$ cat src/rtl/ship_life_ctl_pkg.sv
`default_nettype none
// ============================================================================
// Module      : ship_life_ctl_pkg
// Description : State encodings, default timing constants and saturating
//               4-bit helpers shared by the ship life-cycle controller.
// Revision    : 1.0 - initial release
// ============================================================================
package ship_life_ctl_pkg;

   typedef enum logic [2:0] {
      ST_IDLE      = 3'd0,
      ST_ALIVE     = 3'd1,
      ST_DYING     = 3'd2,
      ST_RESPAWN   = 3'd3,
      ST_GAME_OVER = 3'd4
   } state_t;

   localparam int c_LIVES_DEFAULT         = 3;
   localparam int c_DYING_FRAMES_DEFAULT  = 60;
   localparam int c_INVULN_FRAMES_DEFAULT = 120;
   localparam int c_BLINK_FRAMES_DEFAULT  = 8;
   localparam int c_FCNT_W_DEFAULT        = 8;

   // Increment that sticks at 15 instead of wrapping
   function automatic logic [3:0] sat_inc4(input logic [3:0] v);
      return (v == 4'hF) ? v : v + 4'd1;
   endfunction

   // Decrement that sticks at 0 instead of wrapping
   function automatic logic [3:0] sat_dec4(input logic [3:0] v);
      return (v == 4'h0) ? v : v - 4'd1;
   endfunction

endpackage
`default_nettype wire

$ cat src/rtl/ship_life_ctl_edge_pulse.sv
`default_nettype none
// ============================================================================
// Module      : edge_pulse
// Description : Single-cycle pulse on a 0->1 transition of a level input,
//               derived from a registered copy of that input.
// Revision    : 1.0 - initial release
// ============================================================================
module edge_pulse (
   input  logic pclk,
   input  logic rst,
   input  logic i_sig,
   output logic o_rise
);

   logic r_prev;

   // Remember last cycle's level so a rise can be seen
   always_ff @(posedge pclk or negedge rst) begin
      if (!rst) begin
         r_prev <= 1'b0;
      end else begin
         r_prev <= i_sig;
      end
   end

   assign o_rise = i_sig & ~r_prev;

endmodule
`default_nettype wire

$ cat src/rtl/ship_life_ctl.sv
`default_nettype none
// ============================================================================
// Module      : ship_life_ctl
// Description : Player ship life cycle: alive, dying hold, blinking
//               invulnerable respawn and game over, with lives/deaths count.
// Revision    : 1.0 - initial release
// ============================================================================
module ship_life_ctl
   import ship_life_ctl_pkg::*;
#(
   parameter int LIVES         = c_LIVES_DEFAULT,
   parameter int DYING_FRAMES  = c_DYING_FRAMES_DEFAULT,
   parameter int INVULN_FRAMES = c_INVULN_FRAMES_DEFAULT,
   parameter int BLINK_FRAMES  = c_BLINK_FRAMES_DEFAULT,
   parameter int FCNT_W        = c_FCNT_W_DEFAULT
) (
   input  logic       pclk,
   input  logic       rst,
   input  logic       vsync_in,
   input  logic       hit,
   input  logic       start_button,
   output logic       ship_dead,
   output logic       ship_visible,
   output logic       fire_enable,
   output logic [3:0] lives_left,
   output logic [3:0] dead_count,
   output logic       game_over,
   output logic [2:0] state_out
);

   localparam logic [FCNT_W-1:0] c_DYING_LAST  = FCNT_W'(DYING_FRAMES - 1);
   localparam logic [FCNT_W-1:0] c_INVULN_LAST = FCNT_W'(INVULN_FRAMES - 1);
   localparam int                c_BLINK_BIT   = $clog2(BLINK_FRAMES);

   logic              w_frame_tick;
   logic              w_start_pulse;

   state_t            r_state;
   logic [FCNT_W-1:0] r_cnt;
   logic [3:0]        r_lives;
   logic [3:0]        r_dead_cnt;
   logic              r_ship_dead;
   logic              r_ship_visible;
   logic              r_fire_enable;
   logic              r_game_over;

   state_t            w_next_state;
   logic [FCNT_W-1:0] w_next_cnt;
   logic [3:0]        w_next_lives;
   logic [3:0]        w_next_dead_cnt;

   edge_pulse u_vsync_edge (
      .pclk   (pclk),
      .rst    (rst),
      .i_sig  (vsync_in),
      .o_rise (w_frame_tick)
   );

   edge_pulse u_start_edge (
      .pclk   (pclk),
      .rst    (rst),
      .i_sig  (start_button),
      .o_rise (w_start_pulse)
   );

   // Next state, frame counter and life bookkeeping
   always_comb begin
      w_next_state    = r_state;
      w_next_cnt      = r_cnt;
      w_next_lives    = r_lives;
      w_next_dead_cnt = r_dead_cnt;
      case (r_state)
         ST_IDLE: begin
            if (w_start_pulse) begin
               w_next_state = ST_RESPAWN;
               w_next_cnt   = '0;
            end
         end
         ST_ALIVE: begin
            // A coincident frame tick is irrelevant here: only hit matters
            if (hit) begin
               w_next_state    = ST_DYING;
               w_next_cnt      = '0;
               w_next_lives    = sat_dec4(r_lives);
               w_next_dead_cnt = sat_inc4(r_dead_cnt);
            end
         end
         ST_DYING: begin
            if (w_frame_tick) begin
               if (r_cnt == c_DYING_LAST) begin
                  w_next_state = (r_lives == 4'd0) ? ST_GAME_OVER : ST_RESPAWN;
                  w_next_cnt   = '0;
               end else if (r_cnt < c_DYING_LAST) begin
                  w_next_cnt = r_cnt + 1'b1;
               end
            end
         end
         ST_RESPAWN: begin
            // hit deliberately ignored: the ship is invulnerable
            if (w_frame_tick) begin
               if (r_cnt == c_INVULN_LAST) begin
                  w_next_state = ST_ALIVE;
                  w_next_cnt   = '0;
               end else if (r_cnt < c_INVULN_LAST) begin
                  w_next_cnt = r_cnt + 1'b1;
               end
            end
         end
         ST_GAME_OVER: begin
            if (w_start_pulse) begin
               w_next_state    = ST_RESPAWN;
               w_next_cnt      = '0;
               w_next_lives    = 4'(LIVES);
               w_next_dead_cnt = 4'd0;
            end
         end
         default: begin
            w_next_state = ST_IDLE;
            w_next_cnt   = '0;
         end
      endcase
   end

   // State register with outputs decoded from the next state so they are registered
   always_ff @(posedge pclk or negedge rst) begin
      if (!rst) begin
         r_state        <= ST_IDLE;
         r_cnt          <= '0;
         r_lives        <= 4'(LIVES);
         r_dead_cnt     <= 4'd0;
         r_ship_dead    <= 1'b1;
         r_ship_visible <= 1'b0;
         r_fire_enable  <= 1'b0;
         r_game_over    <= 1'b0;
      end else begin
         r_state        <= w_next_state;
         r_cnt          <= w_next_cnt;
         r_lives        <= w_next_lives;
         r_dead_cnt     <= w_next_dead_cnt;
         r_ship_dead    <= (w_next_state == ST_IDLE) || (w_next_state == ST_DYING) ||
                           (w_next_state == ST_GAME_OVER);
         r_ship_visible <= (w_next_state == ST_ALIVE) ||
                           ((w_next_state == ST_RESPAWN) && !w_next_cnt[c_BLINK_BIT]);
         r_fire_enable  <= (w_next_state == ST_ALIVE);
         r_game_over    <= (w_next_state == ST_GAME_OVER);
      end
   end

   assign ship_dead    = r_ship_dead;
   assign ship_visible = r_ship_visible;
   assign fire_enable  = r_fire_enable;
   assign lives_left   = r_lives;
   assign dead_count   = r_dead_cnt;
   assign game_over    = r_game_over;
   assign state_out    = r_state;

endmodule
`default_nettype wire
$ cat config.mk
export PLATFORM = sky130hd
export DESIGN_NAME = ship_life_ctl
export DESIGN_NICKNAME = d
export VERILOG_FILES = /design/src/rtl/ship_life_ctl_pkg.sv /design/src/rtl/ship_life_ctl_edge_pulse.sv /design/src/rtl/ship_life_ctl.sv
export SDC_FILE = /design/constraint.sdc
export NUM_CORES = 1
export LEC_CHECK = 0
export ABC_AREA = 1
export BUFFER_PORTS_ARGS = -buffer_cell sky130_fd_sc_hd__buf_2
export CAP_MARGIN = 40
export CORE_ASPECT_RATIO = 0.7
export CORE_MARGIN = 5
export CORE_UTILIZATION = 56
export DETAILED_ROUTE_END_ITERATION = 7
export PLACE_DENSITY = 0.78
export REMOVE_ABC_BUFFERS = 1
export SYNTH_ARGS = -nofsm -noshare
export SYNTH_HDL_FRONTEND = slang
export SYNTH_HIERARCHICAL = 1
export SYNTH_SLANG_ARGS = --single-unit
$ cat constraint.sdc
create_clock -name pclk -period 1.6 [get_ports pclk]
set_input_delay 0.16 -clock pclk [delete_from_list [all_inputs] [get_ports pclk]]
set_output_delay 0.16 -clock pclk [all_outputs]
set_load 0.01 [all_outputs]
==> results of run 1 <==
==> final cells by class <==
class                      instances  area, um2
tap                               34       42.5
fill                             198        699
sequential                        25        633
inverter                          32        125
timing repair buffer              28        168
clock buffer                       4       45.0
multi-input combinational        136        802
==> path summary, 6_finish.rpt <==
check,from,end,slack (ns),cells past startpoint
max,lives_left[0]$_DFFE_PN1P_,lives_left[3]$_DFFE_PN0P_,0.06,9
min,vsync_in,u_vsync_edge/r_prev$_DFF_PN0_,0.01,1
max reg2reg,lives_left[0]$_DFFE_PN1P_,lives_left[3]$_DFFE_PN0P_,0.06,9
min reg2reg,lives_left[0]$_DFFE_PN1P_,lives_left[0]$_DFFE_PN1P_,0.54,2
max in group asynchronous,rst,state_out[2]$_DFF_PN0_,0.80,2
min in group asynchronous,rst,fire_enable$_DFF_PN0_,0.41,2
==> cells in the final DEF, fill, tap and decap left out, types with 2 or more instances in the layout <==
cell type	count
a21oi_1	4
buf_2	19
buf_4	7
clkbuf_8	3
dfrtp_1	19
dfrtp_2	3
dfstp_2	3
dlygate4sd3_1	2
inv_1	27
inv_2	3
inv_4	2
nand2_1	41
nand2_2	6
nand3_1	18
nand3_2	4
nand4_1	9
nor2_1	17
nor2_2	5
nor2_4	4
o21ai_0	8
o21ai_1	3
o21ai_2	2
xor2_1	2
==> metrics by stage <==
step	utilization [%]	area, um2	hold WS (ns)	TNS (ns)
finish	72.2	1820	0.0109	0
global route	72.2	1820	0.00572	-0.128
CTS	68.6	1730	0.00553	0
detailed placement	66.3	1670	0.175	0
global placement	66.3	1670	0.176	0
floorplan	-	1500	-0.136	0
==> metal layers <==
metal | GRT usage (%) | vias to the layer above
met5 | 0 | -
met4 | 1.88 | 0
met3 | 4.55 | 4
met1 | 24.3 | 621
li1 | - | 692
met2 | 26.4 | 49
==> registers in the layout, summed over array words and instances (netlist names) <==
| name | cells |
|---|---|
| u_start_edge/r_prev | 1 |
| state_out | 3 |
| fire_enable | 1 |
| lives_left | 4 |
| ship_visible | 1 |
| dead_count | 4 |
| r_cnt | 8 |
| u_vsync_edge/r_prev | 1 |
| ship_dead | 1 |
| game_over | 1 |
==> cell usage after synthesis, drive strengths merged <==
| master | count |
|---|---|
| inv | 32 |
| dfrtp | 22 |
| nor3 | 2 |
| buf | 1 |
| nand4 | 9 |
| dfstp | 3 |
| nand3 | 23 |
| nand3b | 1 |
| nand2 | 48 |
| or2 | 1 |
| o21ai | 14 |
| ha | 3 |
| nor2 | 27 |
| a21oi | 5 |
| xor2 | 2 |
| o22ai | 1 |
==> where the power goes <==
part           leakage (uW)  internal, uW  switching [uW]
clock             0.0000228           178             181
sequential         0.000314           840             186
combinational      0.000626           453             715
==> worst register-to-register path, cell delays in order, from the launching register on <==
cell     delay [ns]
dfstp_2        0.56
inv_2          0.06
ha_4           0.16
nand2_2        0.09
or2_4          0.14
nand2_2        0.07
nor2_4         0.17
nand3_2        0.10
nand2_2        0.07
nor2_1         0.04
==> cell families (layout without fill, tap and decap cells) <==
| logic type | after synthesis | in the layout | synth area share [%] |
|---|---|---|---|
| flip-flops | 25 | 25 | 41.8 |
| AND/OR/NAND/NOR | 111 | 111 | 38.1 |
| XOR/XNOR | 2 | 2 | 1.16 |
| AO/OA/AOI/OAI | 20 | 20 | 7.98 |
| adder cells (fa/ha/maj) | 3 | 3 | 2.49 |
| buffers and inverters | 33 | 64 | 8.48 |
==> repair_timing <==
item                                    4_1_cts  5_1_grt
resized for setup                             1       20
setup buffers                                 0        3
endpoints found under the setup margin        2       12
hold endpoints to repair                     22        1
pin swaps                                     1        8
hold buffers                                  1        1
==> key figures, run 1 <==
Outcome
  – Status: complete, no violations

Die
  – I/O pins: 20
  – Die Area: about 3800 um2
  – Row cnt: 15
  – Die height: 53.4 um
  – Chip width: 72.0 um
  – Initial Util: 59.9%
  – Core area: 2510 um2

Route
  – Metal2 WL: 1.46 mm
  – DRC Markers: 0
  – Drt pass-1 iters: 4
  – WL final: 3.27 mm
  – Via density: ~5.3
  – Via count: between 1,000 and 1,500
  – Met3 WL: 235 um
  – Highest Signal Layer: met4
  – Post-DRT Antenna Nets: 0
  – Met1 wire length: about 1.5 mm
  – Post-DR wirelength/cell: between 10 and 15 um
  – Iter 0 DRT Violations: between 100 and 150

Final layout
  – Finished Layout Cells: 259
  – Area Growth Syn to Fin: 20.6%
  – Nets: 234
  – Share of cells above drive strength 1: 31.6%
  – Diodes inserted: 0

STA
  – Setup ws final: 0.0551 ns
  – Final setup fails: 0
  – RSZ-0062 raised after global routing: yes
  – Period utilisation layout: ~97%
  – Min cycle time layout: 1.54 ns
  – Max-slew headroom: between 60% and 70%
  – Fmax: 647 MHz
  – Final Max Slew Viols: 0
  – Clock Skew: 0.00172 ns
  – Final Hold Fails: 0
  – Slew @ Worst Pin: 0.535 ns

Pwr
  – Pwr/cell area: 1410 nW/um2
  – Final Power: approximately 2600 uW
  – Leakage: 0.000962 uW
  – Maximum vdd drop: 0.747 mV

Logic synthesis
  – Synthesized area: 1510 um2
  – FF+latch count, synth: 25
  – Average size of a mapped cell: 7.76 um2
  – Largest area contributor in the netlist: dfrtp_1
  – Post-Syn Instances: approximately 190
  – Post-synth top area share: 36.6%
  – Dominant cells by area after synthesis: dfrtp_1 (37%), nand2_1 (11%), inv_1 (7.0%)
  – Post-synthesis cell type count: 29
  – Sequential-to-total area share from yosys stat: 41.8%
  – Yosys synthesis warning count: 6

Global route
  – First-pass GRT wire length: 5.00 mm
  – Largest net degree at the start of global routing: 26
  – Initial antenna violation count: 0
  – Vias in the first global route: 1,101
  – Grt ovf: 0
  – Total GRT Usage: roughly 17%

Setup path
  – Crit Path Class: reg2reg
  – Buf+Inv Stages, Crit Path: 1
  – CP max FO: 8
  – CP cell instances: inv_2 -> ha_4 -> nand2_2 -> or2_4 -> nand2_2 -> nor2_4 -> nand3_2 -> nand2_2 -> nor2_1
  – Cell with the largest stage delay on the worst path: dfstp_2
  – Critical Path Sink Type: register
  – Most used cell, CP: nand2_2
  – Worst Path Required: around 1.8 ns
  – Arr. time, crit path: 1.70 ns
  – Top cell family by delay on the critical path: simple AND/OR/NAND/NOR gates
  – Max stage delay on crit path: 0.56 ns
  – Setup crit start kind: register

Clock tree
  – TritonCTS Sinks: 25
  – CTS buffer count: 3
  – Max clock buf depth: 2
  – Worst-path clk slew: 0.08 ns
  – CTS tree: built
  – Clock Tree Root: clkbuf_8
  – Htree depth: 1
  – Worst-Skew Late Latency: 0.26 ns

Place
  – Placement Setup Slack: 0.00175 ns
  – Detailed Place HPWL: 2.44 mm
  – GP Congestion: 0.967
  – # port buffers: 19
  – Dpl cells: 250

Job
  – MaxCap Viol Count: 0

Hold path
  – Worst Hold Class: in2reg
(Power assumes the default switching activity.)
==> run 2, diff against run 1 <==
--- a/config.mk
+++ b/config.mk
@@ -6,13 +6,15 @@
 export NUM_CORES = 1
 export LEC_CHECK = 0
 export ABC_AREA = 1
-export BUFFER_PORTS_ARGS = -buffer_cell sky130_fd_sc_hd__buf_2
 export CAP_MARGIN = 40
+export CELL_PAD_IN_SITES_DETAIL_PLACEMENT = 0
+export CELL_PAD_IN_SITES_GLOBAL_PLACEMENT = 1
 export CORE_ASPECT_RATIO = 0.7
 export CORE_MARGIN = 5
-export CORE_UTILIZATION = 56
+export CORE_UTILIZATION = 46
 export DETAILED_ROUTE_END_ITERATION = 7
-export PLACE_DENSITY = 0.78
+export DONT_BUFFER_PORTS = 1
+export PLACE_DENSITY_LB_ADDON = 0.1
 export REMOVE_ABC_BUFFERS = 1
 export SYNTH_ARGS = -nofsm -noshare
 export SYNTH_HDL_FRONTEND = slang
==> run 2 against run 1 <==
  * Fmax rose by 1.2%
  * Non-clock buffer count fell by 8
  * Register-to-register slack improved by 0.02 ns
  * Routed wire length rose by 9.9%
  * Clock skew barely moved
  * Clock power rose by 5%
  * Global-route usage fell by 0.92 points
  * Largest cell class unchanged
  * Hold slack improved by 0.18 ns
  * Sequential share of layout area fell by 0.43 points
  * Clock-buffer cell count fell by 1
  * Combinational power rose by 3%
  * Critical path depth did not move
==> key figures, run 2 (same netlist as run 1, synthesis figures left out) <==
Pwr
  – Pwr/cell area: 1460 nW/um2 (was 1410 nW/um2)
  – Final Power: 2680 uW (was 2550 uW)
  – Leakage: 0.000939 uW (was 0.000962 uW)
  – Maximum vdd drop: 0.817 mV (was 0.747 mV)

Final layout
  – Most common cell after layout, fill and taps aside: nand2_1 (unchanged)
  – Biggest register: r_cnt (unchanged)
  – Finished Layout Cells: 255 (was 259)
  – Area Growth Syn to Fin: 22.1% (was 20.6%)
  – Multi-input logic area: 806 um2 (was 802 um2)
  – Most frequent cells in the layout: nand2_1 (42), inv_1 (24), nand3_1 (19), dfrtp_1 (19), nor2_1 (18) (was nand2_1 (41), inv_1 (27), dfrtp_1 (19), buf_2 (19), nand3_1 (18))
  – Diodes inserted: 0 (unchanged)
  – Fillers: 304 (was 198)
  – Max FFs per register: 8 (unchanged)
  – Nets: 226 (was 234)
  – Share of cells above drive strength 1: 28.6% (was 31.6%)
  – FF+latch area: 633 um2 (unchanged)
  – Fin util: 58.4% (was 72.2%)

Clock tree
  – Worst-Skew Late Latency: 0.27 ns (was 0.26 ns)
  – Max clock buf depth: 2 (unchanged)
  – CTS tree: built (unchanged)
  – CTS buffer count: 3 (unchanged)
  – Worst-path clk slew: 0.09 ns (was 0.08 ns)
  – Htree depth: 1 (unchanged)
  – TritonCTS Sinks: 25 (unchanged)
  – Clock Tree Root: clkbuf_8 (unchanged)

STA
  – Final Max Slew Viols: 0 (unchanged)
  – Period utilisation layout: 95.4% (was 96.6%)
  – Clock Skew: 0.00151 ns (was 0.00172 ns)
  – Fmax: 655 MHz (was 647 MHz)
  – Max-slew headroom: 79.3% (was 64.3%)
  – Final Hold Fails: 0 (unchanged)
  – Slew @ Worst Pin: 0.308 ns (was 0.535 ns)
  – Setup ws final: 0.0741 ns (was 0.0551 ns)
  – Final setup fails: 0 (unchanged)
  – Fin Setup TNS: 0 ns (unchanged)
  – Min cycle time layout: 1.53 ns (was 1.54 ns)

Die
  – Die height: 57.9 um (was 53.4 um)
  – Core area: 3150 um2 (was 2510 um2)
  – Die Area: 4530 um2 (was 3840 um2)
  – Initial Util: 47.8% (was 59.9%)
  – Row cnt: 17 (was 15)
  – I/O pins: 20 (unchanged)
  – Chip width: 78.4 um (was 72.0 um)

Setup path
  – RR Startpoint: lives_left[0]$_DFFE_PN1P_ (unchanged)
  – Worst Path Required: 1.76 ns (about the same)
  – Setup crit start kind: register (unchanged)
  – CP max FO: 8 (unchanged)
  – Worst r2r dst: lives_left[2]$_DFFE_PN0P_ (was lives_left[3]$_DFFE_PN0P_)
  – Critical Path Sink Type: register (unchanged)
  – CP Capture Point: lives_left[2]$_DFFE_PN0P_ (was lives_left[3]$_DFFE_PN0P_)
  – CP startpoint: lives_left[0]$_DFFE_PN1P_ (unchanged)
  – Reg2Reg Depth: 9 (unchanged)
  – Crit Path Class: reg2reg (unchanged)
  – R2R Setup Slk: 0.07 ns (was 0.06 ns)
  – Arr. time, crit path: 1.69 ns (was 1.70 ns)

Job
  – MaxCap Viol Count: 0 (unchanged)

Global route
  – Initial antenna violation count: 0 (unchanged)
  – Largest net degree at the start of global routing: 26 (unchanged)
  – Total GRT Usage: 16.1% (was 17.0%)
  – Grt ovf: 0 (unchanged)
  – Vias in the first global route: 1,236 (was 1,101)
  – First-pass GRT wire length: 5.81 mm (was 5.00 mm)

Route
  – Via count: 1,308 (was 1,366)
  – Post-DR wirelength/cell: 14.1 um (was 12.6 um)
  – WL final: 3.60 mm (was 3.27 mm)
  – DRC Markers: 0 (unchanged)
  – Post-DRT Antenna Nets: 0 (unchanged)
  – Drt pass-1 iters: 4 (unchanged)
  – Via density: 5.13 (was 5.27)
  – Iter 0 DRT Violations: 47 (was 103)

Hold path
  – Worst Hold Class: in2reg (unchanged)
  – WHS Path Cells: 4 (was 1)

Place
  – Placement Setup Slack: -0.0212 ns (was 0.00175 ns)
  – GP Congestion: 0.950 (was 0.967)
  – Detailed Place HPWL: 2.68 mm (was 2.44 mm)
  – Dpl cells: 242 (was 250)
  – # port buffers: 0 (was 19)

Outcome
  – Status: complete, no violations (unchanged)
[run 2: cell count changes in the layout (fill, tap and decap cells not counted), moves of 2 or more]
cell | before | now
inv_2 | 3 | 7
nand3_2 | 4 | 2
buf_4 | 7 | 15
inv_1 | 27 | 24
buf_12 | 0 | 2
buf_2 | 19 | 0
[run 2: power by group]
group	internal (uW)	total, uW	leakage, uW	switching (uW)
Clock	174	378	0.0000255	204
Combinational	512	1210	0.000600	694
Sequential	841	1100	0.000314	254
Total	1530	2680	0.000939	1150
[run 2: critical path: stages, from the launching register on]
cell and delay [ns]:
dfstp_2 0.55, inv_2 0.06, ha_4 0.17, nand2_2 0.08, or2_4 0.12, nand2_2 0.06, nor2_4 0.18, nand3_2 0.09
nand2_1 0.06, nor2_1 0.04
[run 2: repair_timing]
item | 4_1_cts | 5_1_grt
resized for setup | 2 | 18
hold buffers | 4 | 0
endpoints found under the setup margin | 3 | 16
pin swaps | 1 | 6
setup buffers | 0 | 5
hold endpoints to repair | 27 | 0
[run 2: metrics by stage]
| step | instance area (um2) | hold WS [ns] |
|---|---|---|
| 3_5_place_dp | 1630 | -0.135 |
| 3_3_place_gp | 1630 | -0.135 |
| 4_1_cts | 1730 | 0.182 |
| 6_report | 1840 | 0.187 |
| 2_1_floorplan | 1500 | -0.136 |
| 5_1_grt | 1840 | 0.197 |
[run 2: layer usage]
layer / GRT usage, % / vias up / share of wire (%)
met5: 0 / - / 0
met2: 22.7 / 22 / 41
met3: 5.90 / 2 / 5.2
met1: 24.1 / 608 / 54
met4: 1.50 / 0 / 0.39
li1: - / 676 / -
[run 2: cell type report]
class | count | area share, %
clock buffer | 3 | 2.25
multi-input combinational | 136 | 43.8
sequential | 25 | 34.4
tap | 38 | 2.59
inverter | 32 | 6.67
timing repair buffer | 20 | 9.94
clock inverter | 1 | 0.272
[run 2: how the worst min path moves through the flow]
stage	startpoint	to	slack, ns
after floorplan	rst	dead_count[0]$_DFFE_PN0P_	-0.14
final	hit	state_out[1]$_DFF_PN0_	0.19
after global placement	rst	r_cnt[1]$_DFFE_PN0P_	-0.14
after global routing	hit	state_out[1]$_DFF_PN0_	0.20
after CTS	hit	state_out[1]$_DFF_PN0_	0.18
after detailed placement	rst	r_cnt[1]$_DFFE_PN0P_	-0.14
